`src/rtl/rs_dispatch_ctrl_pkg.sv`:
```
// Types and defaults for the RS dispatch sequencer (rs_dispatch_ctrl).
package rs_dispatch_ctrl_pkg;
    typedef enum logic [1:0] {
        IDLE    = 2'd0,
        RUN     = 2'd1,
        RECOVER = 2'd2
    } DISP_STATE_T;

    localparam int DISPATCH_QUEUE_DEPTH    = 8;
    localparam int DISPATCH_RECOVER_CYCLES = 2;

    function automatic logic [31:0] min_u(input logic [31:0] a, input logic [31:0] b);
        return (a < b) ? a : b;
    endfunction
endpackage

```
`src/rtl/sys_defs.sv`:
```
// Machine-wide definitions shared across the pipeline: RS row format, structure
// sizes and a small population-count lookup table.
package sys_defs;
    localparam int ROB_SIZE     = 32;
    localparam int NUM_PHYS_REG = 64;

    typedef struct packed {
        logic       valid;
        logic [7:0] opcode;
        logic [5:0] dest_tag;
        logic [5:0] src1_tag;
        logic [5:0] src2_tag;
        logic [4:0] rob_idx;
    } RS_ROW_T;

    localparam RS_ROW_T EMPTY_ROW = '0;

    // Number of set bits for any 4-bit value.
    localparam logic [2:0] BIT_COUNT_LUT [16] = '{
        3'd0, 3'd1, 3'd1, 3'd2, 3'd1, 3'd2, 3'd2, 3'd3,
        3'd1, 3'd2, 3'd2, 3'd3, 3'd2, 3'd3, 3'd3, 3'd4
    };
endpackage

```
`src/rtl/dispatch_fifo_mw.sv`:
```
// Multi-write/multi-read circular staging buffer: up to SS_SIZE compacted pushes
// and SS_SIZE in-order pops per cycle, with an occupancy count.
module dispatch_fifo_mw
    import sys_defs::*;
#(
    parameter int SS_SIZE = 2,
    parameter int DEPTH   = 8
) (
    input  logic                           clock,
    input  logic                           reset,
    input  logic                           clear,
    input  logic                           push_en,
    input  logic [SS_SIZE-1:0]             push_valid,
    input  RS_ROW_T [SS_SIZE-1:0]          push_data,
    input  logic [$clog2(SS_SIZE):0]       pop_n,
    output RS_ROW_T [SS_SIZE-1:0]          peek_data,
    output logic [$clog2(DEPTH):0]         count,
    output logic [$clog2(SS_SIZE):0]       push_n
);
    localparam int PTR_W = $clog2(DEPTH);
    localparam int CNT_W = $clog2(DEPTH) + 1;
    localparam int N_W   = $clog2(SS_SIZE) + 1;

    RS_ROW_T            mem [DEPTH];
    logic [PTR_W-1:0]   head;
    logic [PTR_W-1:0]   tail;
    logic [PTR_W-1:0]   wr_addr [SS_SIZE];
    logic [SS_SIZE-1:0] wr_en;
    logic [SS_SIZE-1:0] below;

    // A lane's slot is tail plus the number of valid lanes beneath it.
    always_comb begin
        wr_en = '0;
        below = '0;
        for (int i = 0; i < SS_SIZE; i++) begin
            below      = push_valid & SS_SIZE'((1 << i) - 1);
            wr_addr[i] = tail + PTR_W'(BIT_COUNT_LUT[4'(below)]);
            wr_en[i]   = push_en & push_valid[i];
        end
        push_n = push_en ? N_W'(BIT_COUNT_LUT[4'(push_valid)]) : '0;
    end

    always_comb begin
        for (int i = 0; i < SS_SIZE; i++) begin
            peek_data[i] = mem[head + PTR_W'(i)];
        end
    end

    always_ff @(posedge clock) begin
        if (reset || clear) begin
            head  <= '0;
            tail  <= '0;
            count <= '0;
        end else begin
            head  <= head + PTR_W'(pop_n);
            tail  <= tail + PTR_W'(push_n);
            count <= count + CNT_W'(push_n) - CNT_W'(pop_n);
        end
    end

    always_ff @(posedge clock) begin
        for (int i = 0; i < SS_SIZE; i++) begin
            if (wr_en[i]) begin
                mem[wr_addr[i]] <= push_data[i];
            end
        end
    end
endmodule

```
`src/rtl/rs_dispatch_ctrl.sv`:
```
// In-order dispatch sequencer between decode and the reservation station.
// Optional stall counters are built when DISPATCH_STATS_EN is defined.
module rs_dispatch_ctrl
    import sys_defs::*;
    import rs_dispatch_ctrl_pkg::*;
#(
    parameter int SS_SIZE        = 2,
    parameter int QUEUE_DEPTH    = DISPATCH_QUEUE_DEPTH,
    parameter int RS_SIZE        = 16,
    parameter int RECOVER_CYCLES = DISPATCH_RECOVER_CYCLES
) (
    input  logic                              clock,
    input  logic                              reset,
    input  logic                              branch_not_taken,
    input  logic [SS_SIZE-1:0]                dec_valid,
    input  RS_ROW_T [SS_SIZE-1:0]             dec_inst,
    output logic                              dec_ready,
    input  logic [$clog2(RS_SIZE):0]          rs_free_rows_next,
    input  logic [$clog2(ROB_SIZE):0]         rob_free_slots,
    input  logic [$clog2(NUM_PHYS_REG):0]     fl_free_regs,
    output logic [SS_SIZE-1:0]                dispatch_valid,
    output RS_ROW_T [SS_SIZE-1:0]             inst_out,
    output logic                              rs_enable,
    output logic [$clog2(QUEUE_DEPTH):0]      queue_count,
    output logic [1:0]                        state_dbg
`ifdef DISPATCH_STATS_EN
    ,
    output logic [31:0]                       stall_rs_cycles,
    output logic [31:0]                       stall_rob_cycles,
    output logic [31:0]                       stall_fl_cycles
`endif
);
    localparam int N_W   = $clog2(SS_SIZE) + 1;
    localparam int CNT_W = $clog2(QUEUE_DEPTH) + 1;
    localparam int CR_W  = $clog2(RS_SIZE) + 1;
    localparam int RC_W  = (RECOVER_CYCLES > 1) ? $clog2(RECOVER_CYCLES) : 1;

    DISP_STATE_T           state;
    DISP_STATE_T           state_next;
    logic [RC_W-1:0]       rec_cnt;
    logic [RC_W-1:0]       rec_cnt_next;
    logic [CR_W-1:0]       rs_credit;
    logic [CNT_W-1:0]      count;
    logic [CNT_W-1:0]      count_next;
    logic [N_W-1:0]        n_raw;
    logic [N_W-1:0]        n;
    logic [N_W-1:0]        push_n;
    logic                  push_en;
    logic [31:0]           lim;
    RS_ROW_T [SS_SIZE-1:0] peek;

    dispatch_fifo_mw #(.SS_SIZE(SS_SIZE), .DEPTH(QUEUE_DEPTH)) u_fifo (
        .clock      (clock),
        .reset      (reset),
        .clear      (branch_not_taken),
        .push_en    (push_en),
        .push_valid (dec_valid),
        .push_data  (dec_inst),
        .pop_n      (n),
        .peek_data  (peek),
        .count      (count),
        .push_n     (push_n)
    );

    // Dispatch width is the tightest of queue, credit, ROB, free list and lanes.
    always_comb begin
        lim   = min_u(32'(count), 32'(rs_credit));
        lim   = min_u(lim, 32'(rob_free_slots));
        lim   = min_u(lim, 32'(fl_free_regs));
        lim   = min_u(lim, 32'(SS_SIZE));
        n_raw = N_W'(lim);
        n     = (state == RECOVER || branch_not_taken) ? '0 : n_raw;
    end

    // Ready depends on registered occupancy only, never on this cycle's dequeue.
    assign dec_ready   = (32'(QUEUE_DEPTH) - 32'(count) >= 32'(SS_SIZE)) && (state != RECOVER);
    assign push_en     = dec_ready && !branch_not_taken;
    assign count_next  = count + CNT_W'(push_n) - CNT_W'(n);
    assign rs_enable   = (state != RECOVER);
    assign queue_count = count;
    assign state_dbg   = state;

    always_comb begin
        dispatch_valid = '0;
        for (int i = 0; i < SS_SIZE; i++) begin
            inst_out[i] = EMPTY_ROW;
            if (N_W'(i) < n) begin
                dispatch_valid[i] = 1'b1;
                inst_out[i]       = peek[i];
            end
        end
    end

    always_comb begin
        state_next   = state;
        rec_cnt_next = rec_cnt;
        if (branch_not_taken) begin
            state_next   = RECOVER;
            rec_cnt_next = RC_W'(RECOVER_CYCLES - 1);
        end else begin
            case (state)
                IDLE:    if (push_n != '0) state_next = RUN;
                RUN:     if (count_next == '0) state_next = IDLE;
                RECOVER: begin
                    if (rec_cnt == '0) state_next = IDLE;
                    else rec_cnt_next = rec_cnt - 1'b1;
                end
                default: state_next = IDLE;
            endcase
        end
    end

    // Credit trails the RS by one cycle; during recovery the RS is known empty.
    always_ff @(posedge clock) begin
        if (reset) begin
            state     <= IDLE;
            rec_cnt   <= '0;
            rs_credit <= CR_W'(RS_SIZE);
        end else begin
            state     <= state_next;
            rec_cnt   <= rec_cnt_next;
            rs_credit <= (state == RECOVER) ? CR_W'(RS_SIZE) : rs_free_rows_next;
        end
    end

`ifdef DISPATCH_STATS_EN
    logic stall;
    logic bind_rs;
    logic bind_rob;

    // A stall cycle is charged to the binding resource; ties go rs, rob, fl.
    always_comb begin
        stall    = (count != '0) && (32'(n_raw) < min_u(32'(count), 32'(SS_SIZE)));
        bind_rs  = (32'(rs_credit) == 32'(n_raw));
        bind_rob = (32'(rob_free_slots) == 32'(n_raw));
    end

    always_ff @(posedge clock) begin
        if (reset) begin
            stall_rs_cycles  <= '0;
            stall_rob_cycles <= '0;
            stall_fl_cycles  <= '0;
        end else if (stall) begin
            if (bind_rs) begin
                if (stall_rs_cycles != '1) stall_rs_cycles <= stall_rs_cycles + 1'b1;
            end else if (bind_rob) begin
                if (stall_rob_cycles != '1) stall_rob_cycles <= stall_rob_cycles + 1'b1;
            end else begin
                if (stall_fl_cycles != '1) stall_fl_cycles <= stall_fl_cycles + 1'b1;
            end
        end
    end
`endif
endmodule

```
`config.mk`:
```
export PLATFORM = sky130hd
export DESIGN_NAME = rs_dispatch_ctrl
export DESIGN_NICKNAME = d
export VERILOG_FILES = /design/src/rtl/rs_dispatch_ctrl_pkg.sv /design/src/rtl/sys_defs.sv /design/src/rtl/dispatch_fifo_mw.sv /design/src/rtl/rs_dispatch_ctrl.sv
export SDC_FILE = /design/constraint.sdc
export NUM_CORES = 1
export LEC_CHECK = 0
export CAP_MARGIN = 5
export CELL_PAD_IN_SITES_DETAIL_PLACEMENT = 1
export CELL_PAD_IN_SITES_GLOBAL_PLACEMENT = 1
export CORE_ASPECT_RATIO = 1.25
export CORE_UTILIZATION = 30
export CTS_CLUSTER_DIAMETER = 50
export CTS_CLUSTER_SIZE = 16
export DETAILED_ROUTE_END_ITERATION = 8
export GPL_TIMING_DRIVEN = 0
export PLACE_DENSITY = 0.59
export SYNTH_ARGS = -nofsm -noshare
export SYNTH_HDL_FRONTEND = slang
export SYNTH_SLANG_ARGS = --single-unit
```
`constraint.sdc`:
```
create_clock -name clock -period 7.2 [get_ports clock]
set_input_delay 0.72 -clock clock [delete_from_list [all_inputs] [get_ports clock]]
set_output_delay 0.72 -clock clock [all_outputs]
set_load 0.05 [all_outputs]
```
==> impl_metrics.toml, run 1 <==
[status]
status = "finished, final reports clean"

[worst_setup_path]
max_stage_delay_ns = 0.85
crit_required_ns = 6.48
crit_fanout = 10
critPathArrivalTime_ns = 6.10
cpMaxStageDelayCell = "clkdlybuf4s50_1"
worstPathCellList = "ha_1 > inv_1 > a21oi_1 > o41ai_4 > o21ai_0 > ha_1 > nand3_1 > a31oi_2 > a31oi_4 > nor2_1 > ha_1 > a21o_1 > a21oi_1 > nor2_1 > a2111oi_2 > a21bo_2 > a311oi_4 > buf_12 > buf_6 > nor2_1 > clkdlybuf4s50_1"
cp-end-kind = "output pin"
start_kind = "register"
crit_type = "reg -> out"

[finish]
drive_above_1_share_pct = 38.9
final_cells = 2017
syn_to_final_growth_pct = 24.3
layout_common_cells = "mux2_2 (257), edfxtp_1 (256), mux4_2 (128)"
nets = 1381
n_antenna_cell = 0
final_common_cell = "mux2_2"

[synth]
synth_area_mm2 = 0.0164
syn_avg_cell_area_um2 = 15.6
ys_types = 53
ys_seq_area_share_pct = 48.9
synthCells = 1057
synth-seq-cells = 274
synth_edf_count = 256
ys_async_sr_fraction_pct = 0
ys.flop_type = "edfxtp_1"
yosys_warnings = 0

[power_and_ir_drop]
pwr-share-clk_pct = 31.3
pwr_density_cell_mw_per_mm2 = 258
p_switching_mw = 1.89
p_int_mw = 3.40
switching_share_pct = 35.7
combinationalPowerShare_pct = 33.3
seqPwrFrac_pct = 35.4
peakVddDrop_mv = 0.163
leakage_nw = 6.55

[global_route]
grt_pass1_vias = 11800
antenna_found_initial = 2
track_usage_pct = 19.5
grt_pass1_wl_mm = 78.8
grt_max_degree = 33
grt.overflow.total = 0

[detailed_routing]
drt_pass1_iterations = 5
routed_wl_mm = 54.9
drtIter0Drc = 713
postRouteAntennaNets = 0
vias = 10700
wl_per_cell_um = 27.2
drc = 0
vias_per_cell = 5.30

[timing]
worstMarginPinSlew_ns = 1.29
fin_crit_ns = 6.82
fin_crit_sh_pct = 94.8
setup_violations = 0
fin_hold_ws_ns = 0.513
skew_ns = 0.0229
finalHoldViolations = 0
relSlewSlack_pct = 13.9
rsz0062_at_grt = "no"
maxSlewViolCount = 0
fin_setup_tns_ns = 0
timing.fmax_mhz = 147

[clocking]
htreeDepth = 1
root_buffer = "clkbuf_16"
cts_buffers = 31
clk_pin_slew_ns = 0.06
clock_path_buffers = 3
cts_tree = "yes"
hold_buffers = 0
cts_sinks = 274
clk_latency_ns = 0.60

[min_path]
hp-class = "reg -> reg"

[die]
die_h_um = 264
num_rows = 95
die_w_um = 211
start_util_pct = 30.5
boundaryPins = 161
core_area_mm2 = 0.0540
die_area_mm2 = 0.0558

[placed_design]
dp_cells = 1957
place.gp.congestion = 0.741
port-buffer-count = 160
dp_hpwl_mm = 37.0

[run]
maxCapViolCount = 0
[cells in the mapped netlist, types with 3 or more instances]
| library cell | count | area share, % |
|---|---|---|
| a21oi_1 | 10 | 0.30 |
| and2_1 | 12 | 0.46 |
| and3_1 | 4 | 0.15 |
| buf_1 | 13 | 0.30 |
| buf_2 | 27 | 0.82 |
| buf_6 | 3 | 0.21 |
| clkbuf_1 | 33 | 0.75 |
| dfxtp_1 | 18 | 2.2 |
| edfxtp_1 | 256 | 47 |
| fa_1 | 4 | 0.49 |
| ha_1 | 25 | 1.9 |
| inv_1 | 25 | 0.57 |
| mux2_2 | 257 | 18 |
| mux2i_1 | 65 | 4.0 |
| mux4_2 | 128 | 18 |
| nand2_1 | 11 | 0.25 |
| nand2b_1 | 8 | 0.30 |
| nand3_1 | 7 | 0.21 |
| nor2_1 | 55 | 1.3 |
| nor3_1 | 37 | 1.1 |
| o21ai_0 | 12 | 0.37 |
| o21bai_1 | 4 | 0.18 |
| xor2_1 | 5 | 0.27 |
[timing repair]
item / CTS / global route
endpoints found under the setup margin: 64 / 69
pin swaps: 0 / 1
setup buffers: 0 / 1
gates resized for setup: 36 / 8
[final cells by class]
| cell class | count | area (um2) |
|---|---|---|
| timing repair buffer | 174 | 1900 |
| tap | 727 | 910 |
| inverter | 27 | 101 |
| clock inverter | 25 | 272 |
| multi-input combinational | 681 | 8080 |
| buffer | 76 | 344 |
| sequential | 274 | 8050 |
| fill | 5553 | 33500 |
| clock buffer | 33 | 783 |
[path summary, 6_finish.rpt]
path	start	endpoint	slack (ns)	cells after the start
max	u_fifo.count[3]$_SDFF_PP0_	inst_out[8]	0.38	21
max reg2reg	u_fifo.count[3]$_SDFF_PP0_	state_dbg[0]$_SDFFE_PP0P_	0.47	27
min reg2reg	rec_cnt$_SDFFE_PP0P_	rec_cnt$_SDFFE_PP0P_	0.51	2
min	rec_cnt$_SDFFE_PP0P_	rec_cnt$_SDFFE_PP0P_	0.51	2
[power groups by stage]
stage | Clock, mW | Combinational (mW) | Sequential (mW)
after floorplan | 0 | 1.11 | 1.91
final | 1.65 | 1.76 | 1.87
after detailed placement | 0 | 1.78 | 1.90
after global routing | 1.73 | 1.87 | 1.88
after global placement | 0 | 1.75 | 1.90
after CTS | 1.68 | 1.76 | 1.87
[metrics by stage]
step                      cell area (um2)  power (mW)  util [%]  setup WS, ns
final                               20400        5.28      37.9         0.378
after global placement              19000        3.65      35.1         -1.53
after CTS                           20400        5.31      37.8       0.00905
after floorplan                     16500        3.03         -         0.402
after detailed placement            19300        3.69      35.9        -0.210
after global routing                20400        5.47      37.9        0.0265
[flip-flops by register name, summed over array words and instances (netlist names)]
signal,cells
u_fifo.count,4
u_fifo.head,3
state_dbg,2
u_fifo.tail,3
u_fifo.mem,256
rs_credit,5
rec_cnt,1
[metal layers]
metal	up-vias	global-route usage (%)	wire length, um
li1	4675	-	-
met1	5634	23.0	21600
met2	301	36.6	29500
met3	81	2.44	2350
met4	4	5.56	1440
met5	-	0	18
[logic make-up after synthesis]
group | Yosys count | synth area share, %
fa+ha+maj | 29 | 2.39
buf+inv | 103 | 2.69
simple gates | 144 | 4.18
xor+xnor | 7 | 0.373
other cells | 1 | 0.0228
compound gates | 48 | 2.26
flops | 274 | 48.9
mux | 451 | 39.2
[critical path, delay by kind of cell, from the launching register on]
kind,cells,cell delay [ns]
fa+ha+maj,3,0.95
buf+inv,4,1.29
compound gates,10,2.28
simple gates,4,0.49
flops,1,0.48
No activity file was read; power rests on OpenSTA's default activity.
==> inputs of run 2 (changes only) <==
--- a/config.mk
+++ b/config.mk
@@ -11,7 +11,6 @@
 export CORE_ASPECT_RATIO = 1.25
 export CORE_UTILIZATION = 30
 export CTS_CLUSTER_DIAMETER = 50
-export CTS_CLUSTER_SIZE = 16
 export DETAILED_ROUTE_END_ITERATION = 8
 export GPL_TIMING_DRIVEN = 0
 export PLACE_DENSITY = 0.59
==> impl_metrics.toml, run 2 (synthesis results as in run 1) <==
[worst_setup_path]
max_stage_delay_ns = 0.60
start_kind = "register"
cpMaxStageDelayCell = "dlygate4sd2_1"
critPathBufInv = 3
cp_top_family = "compound AO/OA/AOI/OAI gates"
worst_r2r_endpoint = "state_dbg[0]$_SDFFE_PP0P_"
worstPathCellList = "ha_1 > inv_1 > a21oi_1 > o41ai_4 > o21ai_0 > ha_1 > nand3_1 > a31oi_2 > a31oi_4 > nor2_1 > ha_1 > a21o_1 > a21oi_1 > nor2_1 > a2111oi_2 > a21bo_2 > mux2i_4 > buf_2 > nor3_1 > dlygate4sd2_1"
critPathArrivalTime_ns = 6.04
rr_worst_depth = 27
crit_required_ns = 6.48
crit_top_cell = "ha_1"
crit_fanout = 10
r2r_start = "u_fifo.count[3]$_SDFF_PP0_"
crit_type = "reg -> out"
cp-end-kind = "output pin"
r2r_setup_slack_ns = 0.49
cp.depth = 20

[finish]
layout_common_cells = "mux2_2 (257), edfxtp_1 (256), mux4_2 (128)"
final_common_cell = "mux2_2"
syn_to_final_growth_pct = 24.6
seqCellArea_mm2 = 0.00805
largest_reg_flops = 256
n_antenna_cell = 0
utilization_pct = 38.0
multi_input_area_mm2 = 0.00808
n_fill_cell = 5540
nets = 1386
drive_above_1_share_pct = 38.6
final_cells = 2022

[power_and_ir_drop]
peakVddDrop_mv = 0.160
total_power_mw = 5.33
pwr_density_cell_mw_per_mm2 = 260
leakage_nw = 6.59

[detailed_routing]
postRouteAntennaNets = 0
wl_per_cell_um = 27.2
drc = 0
drtIter0Drc = 804
vias = 10700
routed_wl_mm = 55.0
drt_pass1_iterations = 5
vias_per_cell = 5.30

[clocking]
clock_path_buffers = 3
cts_tree = "yes"
cts_sinks = 274
hold_buffers = 0
cts_buffers = 36
root_buffer = "clkbuf_16"
clk_latency_ns = 0.54
clk_pin_slew_ns = 0.05
htreeDepth = 2

[placed_design]
dp_cells = 1957
place.gp.congestion = 0.741
port-buffer-count = 160
dp_hpwl_mm = 37.0

[min_path]
hold_depth = 2
hold_path_end = "state_dbg[1]$_SDFFE_PP0P_"
hold_start = "rec_cnt$_SDFFE_PP0P_"
hp-class = "reg -> reg"

[global_route]
grt_most_used_layer = "met2"
use_met2_pct = 36.6
grt_max_degree = 33
grt_pass1_wl_mm = 79.0
antenna_found_initial = 2
use_met3_pct = 2.58
grt.overflow.total = 0
grtUsageMet1_pct = 22.9
track_usage_pct = 19.7
grt_pass1_vias = 11900

[timing]
skew_ns = 0.0239
worstMarginPinSlew_ns = 1.28
fin_crit_sh_pct = 93.9
fin_hold_ws_ns = 0.511
fin_setup_tns_ns = 0
fin_crit_ns = 6.76
rsz0062_at_grt = "no"
timing.fmax_mhz = 148
maxSlewViolCount = 0
setup_violations = 0
relSlewSlack_pct = 14.9
finalHoldViolations = 0

[run]
maxCapViolCount = 0

[die]
boundaryPins = 161
die_area_mm2 = 0.0558
num_rows = 95
die_h_um = 264
start_util_pct = 30.5
core_area_mm2 = 0.0540
die_w_um = 211

[status]
status = "finished, final reports clean"
==> run 2: changes by cell type in the layout (fill, tap and decap cells not counted), sizes merged <==
cell,before,now
inv,33,32
clkdlybuf4s50,126,127
dlygate4sd1,1,0
dlygate4sd2,31,30
clkbuf,66,77
clkinvlp,4,2
dlymetal6s2s,2,3
bufinv,3,0
==> run 2: repair_timing <==
item / CTS / global route
pin swaps: 0 / 1
buffers inserted: 0 / 1
endpoints found under the setup margin: 40 / 69
gates resized for setup: 32 / 9
==> run 2: metrics by stage <==
stage / worst slack [ns] / cell area [um2]
after floorplan: 0.402 / 16500
after global placement: -1.53 / 19000
after detailed placement: -0.210 / 19300
after CTS: 0.0427 / 20400
after global routing: 0.0279 / 20500
final: 0.441 / 20500
==> run 2: worst register-to-register path: stages, from the launching register on <==
cell       delay, ns
dfxtp_1         0.47
ha_1            0.33
inv_1           0.10
a21oi_1         0.24
o41ai_4         0.17
o21ai_0         0.30
ha_1            0.32
nand3_1         0.13
a31oi_2         0.13
a31oi_4         0.28
nor2_1          0.09
ha_1            0.30
a21o_1          0.18
a21oi_1         0.17
nor2_1          0.07
a2111oi_2       0.41
a21bo_2         0.28
mux2i_4         0.43
buf_4           0.29
nor2_1          0.13
fa_1            0.58
inv_1           0.07
ha_1            0.29
a21o_1          0.16
a21oi_1         0.18
xor2_1          0.11
a311o_1         0.32
a21oi_1         0.11
==> run 2: layout make-up <==
class / instances / area share [%]
tap: 727 / 4.44
multi-input combinational: 681 / 39.4
timing repair buffer: 174 / 9.32
sequential: 274 / 39.3
clock buffer: 44 / 4.75
buffer: 76 / 1.68
inverter: 27 / 0.495
clock inverter: 19 / 0.617
==> run 2: how the worst max path moves through the flow <==
stage                               startpoint                          to
detailed placement  u_fifo.count[1]$_SDFF_PP0_   state_dbg[0]$_SDFFE_PP0P_
finish              u_fifo.count[3]$_SDFF_PP0_                inst_out[46]
CTS                 u_fifo.count[1]$_SDFF_PP0_   state_dbg[0]$_SDFFE_PP0P_
floorplan           u_fifo.count[1]$_SDFF_PP0_   state_dbg[0]$_SDFFE_PP0P_
global placement              branch_not_taken  u_fifo.mem[2][6]$_DFFE_PP_
global route        u_fifo.count[3]$_SDFF_PP0_   state_dbg[0]$_SDFFE_PP0P_
==> run 2: per-layer routing <==
layer	vias up	part of all wire, %
met1	5645	39
li1	4689	-
met5	-	0.033
met3	86	4.1
met2	286	54
met4	4	2.9
==> run 2: where the power goes <==
part	switching [mW]	total (mW)	internal [mW]	leakage [nW]
logic	1.11	1.76	0.655	3.59
clock network	0.730	1.70	0.972	0.535
registers	0.0424	1.87	1.83	2.46
